File: src/rtl/threshold_pkg.sv
// Shared widths, default frame geometry and FSM encoding for threshold_binarizer
// and its raster_counter sub-module.
package threshold_pkg;

  localparam int PIX_W     = 8;
  localparam int ADDR_W    = 7;
  localparam int IMG_W_DEF = 128;
  localparam int IMG_H_DEF = 128;

  typedef enum logic [1:0] {
    ST_IDLE   = 2'd0,
    ST_STREAM = 2'd1,
    ST_FLUSH  = 2'd2,
    ST_DONE   = 2'd3
  } state_t;

  // Saturating subtract: never wraps below zero.
  function automatic logic [PIX_W-1:0] sat_sub(input logic [PIX_W-1:0] a,
                                               input logic [PIX_W-1:0] b);
    return (a > b) ? (a - b) : {PIX_W{1'b0}};
  endfunction

endpackage

File: src/rtl/threshold_binarizer_raster_counter.sv
// raster_counter: column/row raster counter with clear, enable, wrap and a
// last-pixel flag; also usable by the upstream capture stage.
module raster_counter
  import threshold_pkg::*;
#(
  parameter int W = IMG_W_DEF,
  parameter int H = IMG_H_DEF
) (
  input  logic              clock,
  input  logic              reset,
  input  logic              clear,
  input  logic              enable,
  output logic [ADDR_W-1:0] col,
  output logic [ADDR_W-1:0] row,
  output logic              last
);

  localparam logic [ADDR_W-1:0] COL_MAX = ADDR_W'(W - 1);
  localparam logic [ADDR_W-1:0] ROW_MAX = ADDR_W'(H - 1);

  logic col_wrap;

  assign col_wrap = (col == COL_MAX);
  assign last     = col_wrap && (row == ROW_MAX);

  // Raster position; wraps to 0,0 after the last pixel of the frame.
  always_ff @(posedge clock or posedge reset) begin
    if (reset) begin
      col <= '0;
      row <= '0;
    end else if (clear) begin
      col <= '0;
      row <= '0;
    end else if (enable) begin
      if (col_wrap) begin
        col <= '0;
        row <= (row == ROW_MAX) ? '0 : row + ADDR_W'(1);
      end else begin
        col <= col + ADDR_W'(1);
      end
    end
  end

endmodule

File: src/rtl/threshold_binarizer.sv
// Raster-scan binarizer: addresses the threshold ROM, aligns pixels with the
// returned threshold and emits a 1-bit stream. Optional: THRESHOLD_OFFSET_EN.
module threshold_binarizer
  import threshold_pkg::*;
#(
  parameter int IMG_W       = IMG_W_DEF,
  parameter int IMG_H       = IMG_H_DEF,
  parameter int ROM_LATENCY = 1
`ifdef THRESHOLD_OFFSET_EN
  ,
  parameter logic [PIX_W-1:0] OFFSET = 8'd0
`endif
) (
  input  logic              clock,
  input  logic              reset,
  input  logic              iStart,
  input  logic              iValid,
  input  logic [PIX_W-1:0]  iPixel,
  output logic [ADDR_W-1:0] oCol,
  output logic [ADDR_W-1:0] oRow,
  input  logic [PIX_W-1:0]  iThreshold,
  output logic              oValid,
  output logic              oBinary,
  output logic              oFrameDone,
  output logic              oBusy
);

  state_t                              state, state_next;
  logic                                cnt_clear;
  logic                                accept;
  logic                                last_pix;
  logic [ROM_LATENCY-1:0]              vld_pipe;
  logic [ROM_LATENCY-1:0][PIX_W-1:0]   pix_pipe;
  logic [PIX_W-1:0]                    thr_eff;

  assign accept = (state == ST_STREAM) && iValid;

  raster_counter #(.W(IMG_W), .H(IMG_H)) u_cnt (
    .clock  (clock),
    .reset  (reset),
    .clear  (cnt_clear),
    .enable (accept),
    .col    (oCol),
    .row    (oRow),
    .last   (last_pix)
  );

  // State register plus registered status flags derived from the next state.
  always_ff @(posedge clock or posedge reset) begin
    if (reset) begin
      state      <= ST_IDLE;
      oFrameDone <= 1'b0;
      oBusy      <= 1'b0;
    end else begin
      state      <= state_next;
      oFrameDone <= (state_next == ST_DONE);
      oBusy      <= (state_next != ST_IDLE);
    end
  end

  // Next-state logic; FLUSH waits only for the delay stages, not the output register.
  always_comb begin
    state_next = state;
    cnt_clear  = 1'b0;
    case (state)
      ST_IDLE: begin
        if (iStart) begin
          state_next = ST_STREAM;
          cnt_clear  = 1'b1;
        end else begin
          state_next = ST_IDLE;
        end
      end
      ST_STREAM: begin
        if (accept && last_pix) state_next = ST_FLUSH;
        else                    state_next = ST_STREAM;
      end
      ST_FLUSH: begin
        if (vld_pipe == '0) state_next = ST_DONE;
        else                state_next = ST_FLUSH;
      end
      ST_DONE: state_next = ST_IDLE;
      default: state_next = ST_IDLE;
    endcase
  end

  // Delay pixels and their valid bits to meet the ROM's threshold.
  always_ff @(posedge clock or posedge reset) begin
    if (reset) begin
      vld_pipe <= '0;
      pix_pipe <= '0;
    end else begin
      vld_pipe[0] <= accept;
      pix_pipe[0] <= iPixel;
      for (int i = 1; i < ROM_LATENCY; i++) begin
        vld_pipe[i] <= vld_pipe[i-1];
        pix_pipe[i] <= pix_pipe[i-1];
      end
    end
  end

  // Effective threshold for the compare stage.
  always_comb begin
`ifdef THRESHOLD_OFFSET_EN
    thr_eff = sat_sub(iThreshold, OFFSET);
`else
    thr_eff = iThreshold;
`endif
  end

  // Registered unsigned compare; binary forced low on bubbles.
  always_ff @(posedge clock or posedge reset) begin
    if (reset) begin
      oValid  <= 1'b0;
      oBinary <= 1'b0;
    end else begin
      oValid  <= vld_pipe[ROM_LATENCY-1];
      oBinary <= vld_pipe[ROM_LATENCY-1] && (pix_pipe[ROM_LATENCY-1] > thr_eff);
    end
  end

endmodule

File: config.mk
export PLATFORM = sky130hd
export DESIGN_NAME = threshold_binarizer
export DESIGN_NICKNAME = d
export VERILOG_FILES = /design/src/rtl/threshold_pkg.sv /design/src/rtl/threshold_binarizer_raster_counter.sv /design/src/rtl/threshold_binarizer.sv
export SDC_FILE = /design/constraint.sdc
export NUM_CORES = 1
export LEC_CHECK = 0
export ABC_AREA = 1
export CAP_MARGIN = 5
export CORE_ASPECT_RATIO = 0.7
export CORE_MARGIN = 4
export CORE_UTILIZATION = 50
export CTS_BUF_LIST = sky130_fd_sc_hd__clkbuf_4
export DETAILED_ROUTE_END_ITERATION = 7
export HOLD_SLACK_MARGIN = 0.06
export PLACE_DENSITY = 0.92
export RECOVER_POWER = 25
export SLEW_MARGIN = 20
export SYNTH_ARGS = -nofsm -noshare
export SYNTH_HDL_FRONTEND = slang
export SYNTH_HIERARCHICAL = 1
export SYNTH_SLANG_ARGS = --single-unit
File: constraint.sdc
create_clock -name clock -period 3.4 [get_ports clock]
set_input_delay 0.34 -clock clock [delete_from_list [all_inputs] [get_ports clock]]
set_output_delay 0.34 -clock clock [all_outputs]
set_load 0.01 [all_outputs]
* Word level (Yosys, flattened, before mapping)
Index checks and enable logic that the tools add are counted.
** Word-level totals
- Input port bits :: 20
- Output and inout bits :: 18
- Bits in registers :: 29
** Cells by class
- Reduce and logical (&&, ||, !) cells :: 9
- $lt $le $gt $ge :: 1
- Equal/unequal tests :: 6
- Add/sub/neg operators :: 2
- Multiplexer cells :: 13
** Operators with widths (count)
- 7-bit two-way mux :: 7
- 7-bit by 1-bit adder with 7-bit output (second input constant) :: 2
- 7-bit equality test (second input constant) :: 2
- 8-bit greater-than comparator :: 1
- 2-bit one-hot mux with 4 select lines :: 1
- 2-bit equality test (second input constant) :: 3
- 2-bit nonzero test :: 3
- 1-bit logical AND :: 4
- 1-bit two-way mux :: 4
- 2-bit by 1-bit equality test with 1-bit output (second input constant) :: 1
- 2-bit logical NOT :: 1
- 2-bit two-way mux :: 1
- 2-bit AND reduction :: 1

* Depth between registers and ports, before layout
Gate-level depths: netlist of run 1.
- Depth after elaboration :: 6
- Depth in mapped cells :: 10
- Mapped depth without buffers :: 10

* Modules after synthesis
The synthesis of run 1 kept the hierarchy.
** By module, submodules not included
- raster_counter :: area an instance 837.1 µm², cells an instance 111, times used 1
- threshold_binarizer :: area an instance 679.4 µm², cells an instance 68, times used 1

* Least setup slack after synthesis of run 1
Ideal clock, no wire load.
- Path type :: reg-to-reg
- Start point :: reg u_cnt.row[0]
- End point :: reg oBusy
- Period minus slack after synthesis :: 1475 ps
- Path slack :: 1925 ps
- Buffers on the path :: 0
- Library setup time :: 131 ps
- Cell stages (with the launch flop) :: 9
- Data arrival time :: 1344 ps
- Path through :: dfrtp_1 > ha_1 > nand2_1 > nor2_1 > nand3_1 > nor2_1 > nand4_2 > nand3_1 > nand4_1
** On the way
- Word-level cells in the longest chain between the ends :: 6
** Ends and longest elaborated chain
- start, declared :: RTL line threshold_binarizer_raster_counter.sv:14 : output logic [ADDR_W-1:0] row,
- start signal, assigned :: RTL line threshold_binarizer_raster_counter.sv:37 : row <= (row == ROW_MAX) ? '0 : row + ADDR_W'(1);
- 7-bit equality test :: RTL line threshold_binarizer_raster_counter.sv:24 : assign last = col_wrap && (row == ROW_MAX);
- 1-bit logical AND :: RTL line threshold_binarizer_raster_counter.sv:24
- named net last_pix :: RTL line threshold_binarizer.sv:31 : logic last_pix;
- 1-bit logical AND :: RTL line threshold_binarizer.sv:75 : if (accept && last_pix) state_next = ST_FLUSH;
- 2-bit two-way mux :: RTL line threshold_binarizer.sv:75
- 2-bit one-hot mux with 4 select lines :: RTL line threshold_binarizer.sv:65 : case (state)
- 2-bit nonzero test :: RTL line threshold_binarizer.sv:57 : oBusy <= (state_next != ST_IDLE);
- end signal, assigned :: RTL line threshold_binarizer.sv:57
- end, declared :: RTL line threshold_binarizer.sv:25 : output logic oBusy
The timed path passes the listed nets, and every way through them passes these cells.
A chain may end at the register's enable or synchronous reset.

* Worst setup path in the final report of run 1
- Start point :: reg u_cnt.row[5]
- End point :: out oRow[5]
** RTL lines
- end, declared :: RTL line threshold_binarizer.sv:20 : output logic [ADDR_W-1:0] oRow,
No word-level cell between the ends.

==> results.json, run 1 <==
{
  "holdWs_ns": 0.426,
  "num_rows": 16,
  "arrival_ns": 1.36,
  "clock-root-buffer": "clkbuf_4",
  "critPathCaptureType": "primary output",
  "slew_headroom_pct": 62.7,
  "setup_ws_ns": 1.70,
  "ant_nets": 0,
  "gp_congestion": 0.859,
  "min_path_type": "reg -> reg",
  "drtIter0Drc": 91,
  "path_buf_inv": 1,
  "synthArstFlopShare_pct": 100,
  "yosysWarnings": 6,
  "cts_buffers": 5,
  "period_share_pct": 49.9,
  "rsz0062_at_grt": "no",
  "drc": 0,
  "status": "finished clean",
  "cts_max_path_buffers": 2,
  "fp.dieH_um": 54.1,
  "diodes": 0,
  "skew_ns": 0.00668,
  "dp_cells": 252,
  "start_util_pct": 53.3,
  "fill_cells": 239,
  "dp_hpwl_um": 2680,
  "final-max-slew-violation-count": 0,
  "required_ns": 3.06,
  "cts_tree": "done",
  "io-pin-count": 38,
  "maxCapViolations": 0,
  "place_ws_ns": 1.61,
  "worstMarginPinSlew_ns": 0.560,
  "via_count": 1317,
  "path_cells": "clkdlybuf4s50_1",
  "die_area_mm2": 0.00399,
  "fin_nets": 253,
  "p_leak_nw": 1.02,
  "postSynthNetCount": 209,
  "grt_pass1_wl_um": 5660,
  "syn_to_final_growth_pct": 30.6,
  "syn_avg_cell_area_um2": 8.47,
  "cts_resized": 0,
  "crit_family": "buffers and inverters",
  "syn_area_mm2": 0.00152,
  "drt_wl_total_um": 3370,
  "cts.clk_slew.worst_paths_ns": 0.08,
  "grt_pass1_vias": 1298,
  "cts.htree.levels": 2,
  "synthFlopType": "dfrtp_1",
  "timing.final.crit_period_ns": 1.70,
  "cp_slowest_stage_delay_ns": 0.58,
  "coreArea_mm2": 0.00284,
  "grt_start_max_net_pins": 16,
  "die_w_um": 73.8,
  "cts_num_sinks": 29,
  "cp-start-kind": "flop",
  "worstSetupPathType": "reg -> out",
  "tns_ns": 0,
  "setup_viol": 0,
  "firstDrtPassIters": 4,
  "ir_drop_mv": 0.224,
  "grtUsageTotal_pct": 19.4,
  "drive_above_1_share_pct": 9.87,
  "antenna_found_initial": 0,
  "netlist_instances": 179,
  "path_max_fanout": 7,
  "final_cells": 259,
  "fmax_mhz": 589,
  "gr-total-overflow": 0,
  "final_area_mm2": 0.00198,
  "p_per_area_mw_per_mm2": 424,
  "place_area_mm2": 0.00193,
  "via_per_inst": 5.08,
  "slowest_stage": "clkdlybuf4s50_1",
  "postCtsSetupBuffers": 0,
  "synth.ff_latch_count": 29,
  "hold_buffers": 0,
  "wl_per_cell_um": 13.0,
  "synth_edf_count": 0,
  "hold_viol": 0,
  "synth_cell_types": 25,
  "ys_seq_area_share_pct": 47.9,
  "insertion_delay_ns": 0.32,
  "numPortBuffers": 37
}
==> layer usage <==
metal / track usage (%) / routed length (um) / up-vias
met1: 25.2 / 1540 / 612
met4: 4.52 / 16 / 0
met2: 30.9 / 1560 / 47
met3: 7.28 / 246 / 2
li1: - / - / 656
met5: 0 / 0 / -
==> synth_stat cells (2+ instances only) <==
cell type | number | area [um2]
a21oi_1 | 5 | 25.0
dfrtp_1 | 29 | 726
ha_1 | 10 | 125
inv_1 | 32 | 120
inv_2 | 2 | 7.51
nand2_1 | 41 | 154
nand2_2 | 3 | 18.8
nand3_1 | 12 | 60.1
nand3b_1 | 3 | 22.5
nand4_1 | 5 | 31.3
nor2_1 | 17 | 63.8
nor2_2 | 2 | 12.5
nor3_1 | 3 | 15.0
o21ai_0 | 3 | 15.0
o21ai_2 | 2 | 17.5
==> sequential cells by signal (all words and copies together) (netlist names) <==
name,count
oBinary,1
oBusy,1
oFrameDone,1
oValid,1
pix_pipe,8
state,2
u_cnt/col,7
u_cnt/row,7
vld_pipe,1
==> layout make-up <==
class / instances / area (um2) / area share (%)
Clock inverter: 1 / 3.75 / 0.190
Tap cell: 36 / 45.0 / 2.27
Clock buffer: 6 / 45.0 / 2.27
Inverter: 35 / 136 / 6.89
Multi-Input combinational cell: 115 / 654 / 33.0
Sequential cell: 29 / 726 / 36.6
Timing Repair Buffer: 37 / 370 / 18.7
==> worst paths after layout <==
kind	cells after the start	slack, ns	end	from
min reg2reg	0	0.43	oValid	vld_pipe
min	0	0.43	oValid	vld_pipe
max in group asynchronous	2	2.50	pix_pipe[0]	reset
max reg2reg	8	1.73	oBusy	u_cnt/row[0]
max	1	1.70	oRow[5]	u_cnt/row[5]
min in group asynchronous	2	0.53	u_cnt/col[1]	reset
==> cells by family (layout without fill, tap and decap cells) <==
| group | after synthesis | in the layout | share of synthesized area (%) |
|---|---|---|---|
| buf+inv | 35 | 79 | 8.99 |
| flops | 29 | 29 | 47.9 |
| fa+ha+maj | 10 | 10 | 8.25 |
| simple gates | 92 | 92 | 29.6 |
| compound gates | 13 | 13 | 5.28 |
==> cells in the final DEF (no fill, tap or decap), types with 2 or more instances in the layout <==
| cell type | n |
|---|---|
| nand3b_1 | 3 |
| dfrtp_1 | 29 |
| nor3_1 | 3 |
| a21oi_1 | 5 |
| nand2_2 | 3 |
| nor2_1 | 17 |
| inv_2 | 2 |
| nand2_1 | 41 |
| clkdlybuf4s50_1 | 28 |
| dlygate4sd3_1 | 9 |
| o21ai_0 | 3 |
| inv_1 | 32 |
| o21ai_2 | 2 |
| nand4_1 | 5 |
| clkbuf_4 | 6 |
| nor2_2 | 2 |
| nand3_1 | 12 |
| ha_1 | 10 |
==> per-stage QoR <==
stage / utilization, % / power, mW
global placement: 68.0 / 0.645
finish: 69.7 / 0.840
global route: 69.7 / 0.900
CTS: 69.7 / 0.848
floorplan: - / 0.538
detailed placement: 68.0 / 0.660
==> report_power, final <==
part	switching [mW]	internal [mW]	total (mW)
clock	0.108	0.0828	0.191
sequential	0.0492	0.382	0.432
combinational	0.101	0.116	0.217
total	0.258	0.581	0.840
(Power assumes the default switching activity.)
==> run 2: changes to the inputs <==
Settings changed: CORE_UTILIZATION 50 to 46, PLACE_DENSITY 0.92 to 0.9.
Clock period 3.4 ns to 1.5 ns, I/O delays scaled along.
==> results.json, run 2 (same netlist as run 1, synthesis figures left out) <==
{
  "min_path_type": "in -> async",
  "slew_headroom_pct": 61.2,
  "fp.dieH_um": 56.0,
  "cts_num_sinks": 29,
  "cts_buffers": 5,
  "wl_per_cell_um": 13.1,
  "critPathCaptureType": "primary output",
  "mostFrequentLayoutCells": "nand2_1, inv_1, dfrtp_1",
  "utilization_pct": 68.8,
  "grtUsageTotal_pct": 17.4,
  "hold_buffers": 0,
  "grt_start_max_net_pins": 16,
  "cts_max_path_buffers": 2,
  "reg2reg_from": "u_cnt/row[1]",
  "final-max-slew-violation-count": 0,
  "cp-start-kind": "flop",
  "timing.final.crit_period_ns": 1.44,
  "period_share_pct": 96.2,
  "dp_hpwl_um": 2720,
  "ff2ff_setup_slack_ns": 0.06,
  "grt_pass1_wl_um": 5830,
  "via_count": 1385,
  "cp_slowest_stage_delay_ns": 0.55,
  "dp_cells": 267,
  "worstMarginPinSlew_ns": 0.582,
  "num_rows": 17,
  "fmax_mhz": 693,
  "largest_reg_flops": 8,
  "die_area_mm2": 0.00429,
  "status": "finished clean",
  "final_area_mm2": 0.00217,
  "cts_tree": "done",
  "p_leak_nw": 1.21,
  "via_per_inst": 4.98,
  "ir_drop_mv": 0.441,
  "final_common_cell": "nand2_1",
  "multiInputGateArea_um2": 688,
  "reg2reg_depth": 8,
  "gp_congestion": 0.843,
  "path_max_fanout": 7,
  "final_cells": 278,
  "io-pin-count": 38,
  "path_buf_inv": 1,
  "fill_cells": 230,
  "numPortBuffers": 37,
  "worstReg2RegEnd": "oBusy",
  "arrival_ns": 1.29,
  "place_area_mm2": 0.00203,
  "tns_ns": 0,
  "firstDrtPassIters": 4,
  "antenna_found_initial": 0,
  "power_mw": 2.01,
  "reg_top3": "pix_pipe: 8 flops, u_cnt/col: 7 flops, u_cnt/row: 7 flops",
  "gr-total-overflow": 0,
  "drt_wl_total_um": 3640,
  "ff_latch_area_um2": 732,
  "crit_family": "buffers and inverters",
  "drtIter0Drc": 87,
  "cts.htree.levels": 2,
  "start_util_pct": 48.2,
  "coreArea_mm2": 0.00315,
  "regMostFlops": "pix_pipe",
  "syn_to_final_growth_pct": 42.9,
  "clock-root-buffer": "clkbuf_4",
  "fin_nets": 270,
  "drive_above_1_share_pct": 21.3,
  "maxCapViolations": 0,
  "place_ws_ns": -0.0277,
  "grt_pass1_vias": 1354,
  "cts.clk_slew.worst_paths_ns": 0.09,
  "worstSetupPathType": "reg -> out",
  "slowest_stage": "clkdlybuf4s50_1",
  "path_cells": "clkdlybuf4s50_1",
  "p_per_area_mw_per_mm2": 930,
  "insertion_delay_ns": 0.31,
  "setup_viol": 0,
  "diodes": 0,
  "ant_nets": 0,
  "die_w_um": 76.6,
  "drc": 0,
  "holdWs_ns": 0.358,
  "skew_ns": 0.00978,
  "required_ns": 1.35,
  "hold_viol": 0,
  "setup_ws_ns": 0.0565
}
## run 2: worst max-delay path by stage
stage                 start            to  slack (ns)  cells after the start
2_1_floorplan  u_cnt/row[0]         oBusy        0.03                      8
3_3_place_gp         iValid  u_cnt/col[4]        0.04                      6
3_5_place_dp         iValid  u_cnt/col[4]       -0.03                      6
4_1_cts        u_cnt/col[0]       oCol[0]       0.003                      2
5_1_grt        u_cnt/row[0]         oBusy       -0.02                      8
6_report       u_cnt/col[2]       oCol[2]        0.06                      1
## run 2: layout make-up
cell class              count  share of cell area [%]
clock inverters             1                   0.173
well taps                  38                    2.19
flip-flops and latches     29                    33.8
clock buffers               6                    2.08
repair buffers             54                    23.7
multi-input cells         115                    31.8
inverters                  35                    6.29
## run 2: per-layer routing
| metal | vias up | share of wire [%] | global-route usage [%] |
|---|---|---|---|
| met4 | 0 | 1.0 | 6.98 |
| met2 | 48 | 47 | 27.9 |
| li1 | 691 | - | - |
| met5 | - | 0 | 0 |
| met1 | 642 | 43 | 20.9 |
| met3 | 4 | 9.0 | 7.12 |
## run 2: timing repair
action | in CTS | in global routing
pin swaps | 0 | 2
buffers inserted | 1 | 3
setup endpoints to repair | 6 | 14
gates resized for setup | 4 | 19
## run 2: report_power, final
part / leakage [nW] / switching [mW] / internal [mW]
registers: 0.359 / 0.0769 / 0.871
clock network: 0.0292 / 0.237 / 0.188
logic: 0.825 / 0.300 / 0.342
